File: config.mk
export PLATFORM = sky130hd
export DESIGN_NAME = serial_subtractor
export DESIGN_NICKNAME = d
export VERILOG_FILES = /design/src/rtl/serial_subtractor.sv
export SDC_FILE = /design/constraint.sdc
export NUM_CORES = 1
export LEC_CHECK = 0
export BUFFER_PORTS_ARGS = -buffer_cell sky130_fd_sc_hd__buf_4
export CAP_MARGIN = 20
export CORE_MARGIN = 2
export CORE_UTILIZATION = 35
export CTS_CLUSTER_SIZE = 20
export DETAILED_ROUTE_END_ITERATION = 7
export SKIP_CTS_REPAIR_TIMING = 1
export SYNTH_ARGS = -nofsm -noshare
export SYNTH_HDL_FRONTEND = slang
export SYNTH_SLANG_ARGS = --single-unit
File: constraint.sdc
create_clock -name clk -period 1.6 [get_ports clk]
set_clock_uncertainty 0.1 [all_clocks]
set_input_delay 0.24 -clock clk [delete_from_list [all_inputs] [get_ports clk]]
set_output_delay 0.24 -clock clk [all_outputs]
set_load 0.01 [all_outputs]
File: src/rtl/serial_subtractor.sv
`default_nettype none
// ============================================================================
// Module   : serial_subtractor
// Purpose  : Bit-serial subtractor, out_diff = data_a - data_b, LSB first.
//            Operands are captured in parallel, walked through a one-bit full
//            subtractor with a registered borrow, and the difference is
//            re-assembled in parallel. busy/done handshake for a sequencer.
// Options  : SERIAL_SUB_OVF_EN - adds the signed-overflow output.
// Revision : 1.0 - initial release
// ============================================================================
module serial_subtractor #(
    parameter int WIDTH = 4
) (
    input  logic             clk,
    input  logic             reset,       // asynchronous, active-low
    input  logic             load,
    input  logic [WIDTH-1:0] data_a,
    input  logic [WIDTH-1:0] data_b,
    output logic             busy,
    output logic             done,
    output logic [WIDTH-1:0] out_diff,
    output logic             borrow_out
`ifdef SERIAL_SUB_OVF_EN
    ,
    output logic             overflow
`endif
);

    localparam int CW = (WIDTH > 2) ? $clog2(WIDTH) : 1;
    localparam logic [CW-1:0] LAST_BIT = CW'(WIDTH - 1);

    typedef enum logic [1:0] {
        S_IDLE  = 2'd0,
        S_SHIFT = 2'd1,
        S_DONE  = 2'd2
    } state_t;

    state_t           state_q, state_d;
    logic [WIDTH-1:0] a_q, a_d;
    logic [WIDTH-1:0] b_q, b_d;
    logic [WIDTH-1:0] res_q, res_d;
    logic [WIDTH-1:0] diff_q, diff_d;
    logic [CW-1:0]    cnt_q, cnt_d;
    logic             bw_q, bw_d;
    logic             bout_q, bout_d;
    logic             ovf_q, ovf_d;

    // One-bit full subtractor on the current LSBs and the stored borrow
    logic bit_diff;
    logic bit_borrow;
    assign bit_diff   = a_q[0] ^ b_q[0] ^ bw_q;
    assign bit_borrow = (~a_q[0] & b_q[0]) | (~(a_q[0] ^ b_q[0]) & bw_q);

    // State and datapath registers; reset aborts any operation in flight
    always_ff @(posedge clk or negedge reset) begin
        if (!reset) begin
            state_q <= S_IDLE;
            a_q     <= '0;
            b_q     <= '0;
            res_q   <= '0;
            diff_q  <= '0;
            cnt_q   <= '0;
            bw_q    <= 1'b0;
            bout_q  <= 1'b0;
            ovf_q   <= 1'b0;
        end else begin
            state_q <= state_d;
            a_q     <= a_d;
            b_q     <= b_d;
            res_q   <= res_d;
            diff_q  <= diff_d;
            cnt_q   <= cnt_d;
            bw_q    <= bw_d;
            bout_q  <= bout_d;
            ovf_q   <= ovf_d;
        end
    end

    // Next-state: accept loads in IDLE/DONE, shift one bit per cycle in SHIFT
    always_comb begin
        state_d = state_q;
        a_d     = a_q;
        b_d     = b_q;
        res_d   = res_q;
        diff_d  = diff_q;
        cnt_d   = cnt_q;
        bw_d    = bw_q;
        bout_d  = bout_q;
        ovf_d   = ovf_q;

        case (state_q)
            S_IDLE, S_DONE: begin
                if (load) begin
                    state_d = S_SHIFT;
                    a_d     = data_a;
                    b_d     = data_b;
                    bw_d    = 1'b0;
                    cnt_d   = '0;
                end else begin
                    state_d = S_IDLE;
                end
            end
            S_SHIFT: begin
                a_d   = {1'b0, a_q[WIDTH-1:1]};
                b_d   = {1'b0, b_q[WIDTH-1:1]};
                res_d = {bit_diff, res_q[WIDTH-1:1]};
                bw_d  = bit_borrow;
                cnt_d = cnt_q + 1'b1;
                if (cnt_q == LAST_BIT) begin
                    state_d = S_DONE;
                    diff_d  = {bit_diff, res_q[WIDTH-1:1]};
                    bout_d  = bit_borrow;
                    // On the last bit A[0]/B[0] hold the operand sign bits
                    ovf_d   = (a_q[0] != b_q[0]) && (bit_diff != a_q[0]);
                end
            end
            default: state_d = S_IDLE;
        endcase
    end

    assign busy       = (state_q == S_SHIFT);
    assign done       = (state_q == S_DONE);
    assign out_diff   = diff_q;
    assign borrow_out = bout_q;

`ifdef SERIAL_SUB_OVF_EN
    assign overflow = ovf_q;
`else
    // Overflow tracking has no consumer in this build
    logic unused_ovf;
    assign unused_ovf = ovf_q;
`endif

endmodule
`default_nettype wire

==> summary.log <==
INFO  detailed_routing postRouteAntennaNets=0
INFO  cts            tritoncts=yes
INFO  floorplan      placement_rows=19
INFO  grt            initial_antenna_violation_count=0
INFO  cts            worst_skew_pair_latency=0.30ns
INFO  critical_path  timing.critical_path.to_type=output port
INFO  grt            grt_max_degree=22
INFO  detailed_routing wl_per_cell=12.9um
INFO  floorplan      dieArea=3320um2
INFO  sta            rsz0062_at_grt=no
INFO  grt            globalRoute.totalOverflow=0
INFO  placement      place_worst_setup_slack=0.196ns
INFO  cells_and_area synthToLayoutAreaGrowth=22.9%
INFO  yosys          post_synth_inst_count=88
INFO  yosys          ys_ff_latch=21
INFO  outcome        status=complete, no violations
INFO  cts            cts_max_path_buffers=2
INFO  sta            timing.final.crit_share=94.8%
INFO  yosys          synth_warnings=0
INFO  critical_path  worst-setup-path-type=reg2out
INFO  cts            cts_htree_levels=1
INFO  power_and_ir_drop vdd.ir_drop.worst=1.34mV
INFO  detailed_routing drt-total-wl=1860um
INFO  critical_path  worst_setup_path_start_kind=flop
INFO  sta            final-setup-viol-count=0
INFO  power_and_ir_drop pd_cells=1900nW/um2
INFO  sta            timing.hold.ws=0.0594ns
INFO  detailed_routing first_iter_violations=23
INFO  power_and_ir_drop static-leakage-power=0.609nW
INFO  floorplan      die_w=57.6um
INFO  sta            final_hold_viol_count=0
INFO  worst_hold_path hold_class=in2reg
INFO  floorplan      dieHeight=57.6um
INFO  critical_path  critical_path_arrival=1.18ns
INFO  grt            first_global_vias=703
INFO  cells_and_area stdcell_count=144
INFO  yosys          netlist-cell-type-count=23
INFO  cells_and_area finish.net_count=127
INFO  cells_and_area drive_gt1_share=33.6%
INFO  detailed_routing dr.pass1.iters=4
INFO  cells_and_area diodes_inserted=0
INFO  sta            max_slew_margin=82.1%
INFO  floorplan      num_io_pins=18
INFO  yosys          syn_area_per_cell=11.4um2
INFO  placement      portBuffers=17
INFO  flow_run       maxCapViolCount=0
INFO  cts            cts_num_sinks=21
INFO  sta            layout_min_cycle_time=1.52ns
INFO  cts            cts_buffers=3
INFO  critical_path  largest_fanout_on_the_critical_path=10
INFO  floorplan      floorplan.core_area=2730um2
INFO  grt            global_route.usage.total=12.7%
INFO  critical_path  required_time_at_the_endpoint_of_the_critical_path=1.26ns
INFO  detailed_routing route.detailed.drc=0
INFO  placement      hpwl=1330um
INFO  placement      placedCellCount=135
INFO  placement      place.gp.congestion=0.737
INFO  grt            grt_first_pass_wirelength=3260um
INFO  floorplan      effective_utilization_at_floorplan=36.8%
INFO  yosys          synth_seq_area_share=52.2%
INFO  cts            worst_setup_hold_path_clk_slew=0.11ns
INFO  sta            slew_violations=0
INFO  sta            worst-slew-pin-transition=0.269ns
INFO  yosys          postSynthNetCount=101
INFO  sta            fmaxAchievable=659MHz
INFO  cts            clock_root_cell=sky130_fd_sc_hd__clkbuf_4
INFO  power_and_ir_drop report.power.total=0.00235W
INFO  yosys          syn_area=1010um2
INFO  detailed_routing via_count=707
INFO  sta            postLayoutSetupSlackWorst=0.0829ns
INFO  detailed_routing vias_per_cell=4.91
[cell usage after synthesis (all sizes together)]
cell / number / area share, %
nand2: 11 / 4.1
inv: 4 / 1.5
o21ai: 4 / 2.0
a22o: 3 / 2.6
a21oi: 4 / 2.0
and2b: 1 / 0.75
ha: 1 / 1.2
o22ai: 2 / 1.2
nand2b: 3 / 1.9
nor2b: 5 / 3.1
mux2: 5 / 7.5
nand3b: 1 / 2.0
a211oi: 4 / 3.0
nor2: 4 / 1.5
dfrtp: 21 / 52
nand3: 1 / 0.50
fa: 1 / 2.0
buf: 4 / 3.1
mux2i: 6 / 6.0
xnor2: 1 / 0.87
nor3: 2 / 1.0
[layout make-up]
type	instances	area, um2
Fill cell	260	1500
Clock buffer	3	22.5
Inverter	4	15.0
Multi-Input combinational cell	59	437
Timing Repair Buffer	25	190
Clock inverter	1	5.00
Sequential cell	21	528
Tap cell	31	38.8
[cells in the final DEF, fill, tap and decap left out, drive strengths merged]
master and instances:
mux2 5, nand2 11, buf 24, nand3 1
clkinv 1, nor2 4, o22ai 2, dfrtp 21
ha 1, xnor2 1, nand3b 1, a21oi 4
dlygate4sd3 1, fa 1, inv 4, a22o 3
nor2b 5, clkbuf 3, o21ai 4, and2b 1
a211oi 4, nor3 2, mux2i 6, nand2b 3
[sequential cells by signal, summed over array words and instances (netlist names)]
name        cells
bw_q            1
cnt_q           2
state_q         2
out_diff        4
res_q           3
borrow_out      1
b_q             4
a_q             4
[worst paths after layout]
kind | start | endpoint | slack [ns] | cells past startpoint
worst max-delay path | state_q[0] | done | 0.08 | 3
worst min-delay path | data_a[3] | a_q[3] | 0.06 | 2
worst max register to register | cnt_q[0] | cnt_q[1] | 0.18 | 3
worst min register to register | res_q[1] | res_q[1] | 0.40 | 2
max in group asynchronous | reset | state_q[0] | 0.92 | 2
min in group asynchronous | reset | cnt_q[0] | 0.25 | 2
[critical path, cell delays in order, from the launching register on]
cell and delay, ns:
sky130_fd_sc_hd__dfrtp_2 0.46, sky130_fd_sc_hd__buf_4 0.18, sky130_fd_sc_hd__nor2b_2 0.12, sky130_fd_sc_hd__buf_4 0.12
[per-layer routing]
metal  global-route usage (%)  up-vias  part of all wire, %
li1                         -      351                    -
met1                     17.7      333                   48
met2                     19.8       21                   44
met3                     4.24        2                  6.7
met4                     1.99        0                 0.48
met5                        0        -                    0
[stage by stage]
step | setup TNS (ns) | instance area (um2) | utilization [%]
2_1_floorplan | 0 | 1010 | -
3_3_place_gp | 0 | 1160 | 42.6
4_1_cts | -0.255 | 1190 | 43.6
6_report | 0 | 1240 | 45.2
5_1_grt | 0 | 1240 | 45.2
3_5_place_dp | 0 | 1160 | 42.6
[report_power, final]
part | internal, W | switching (W)
clock | 0.0000932 | 0.000159
sequential | 0.000784 | 0.000176
combinational | 0.000626 | 0.000507
total | 0.00150 | 0.000842
[cell families (layout without fill, tap and decap cells)]
family                   after synthesis  after routing  share of synthesized area, %
flip-flops                            21             21                          52.2
AND/OR/NAND/NOR                       28             28                          14.8
XOR/XNOR                               1              1                         0.871
buffers and inverters                  8             33                          4.60
adder cells (fa/ha/maj)                2              2                          3.23
multiplexers                          11             11                          13.4
AO/OA/AOI/OAI                         17             17                          10.8
Power figures use the tool's default switching activity.
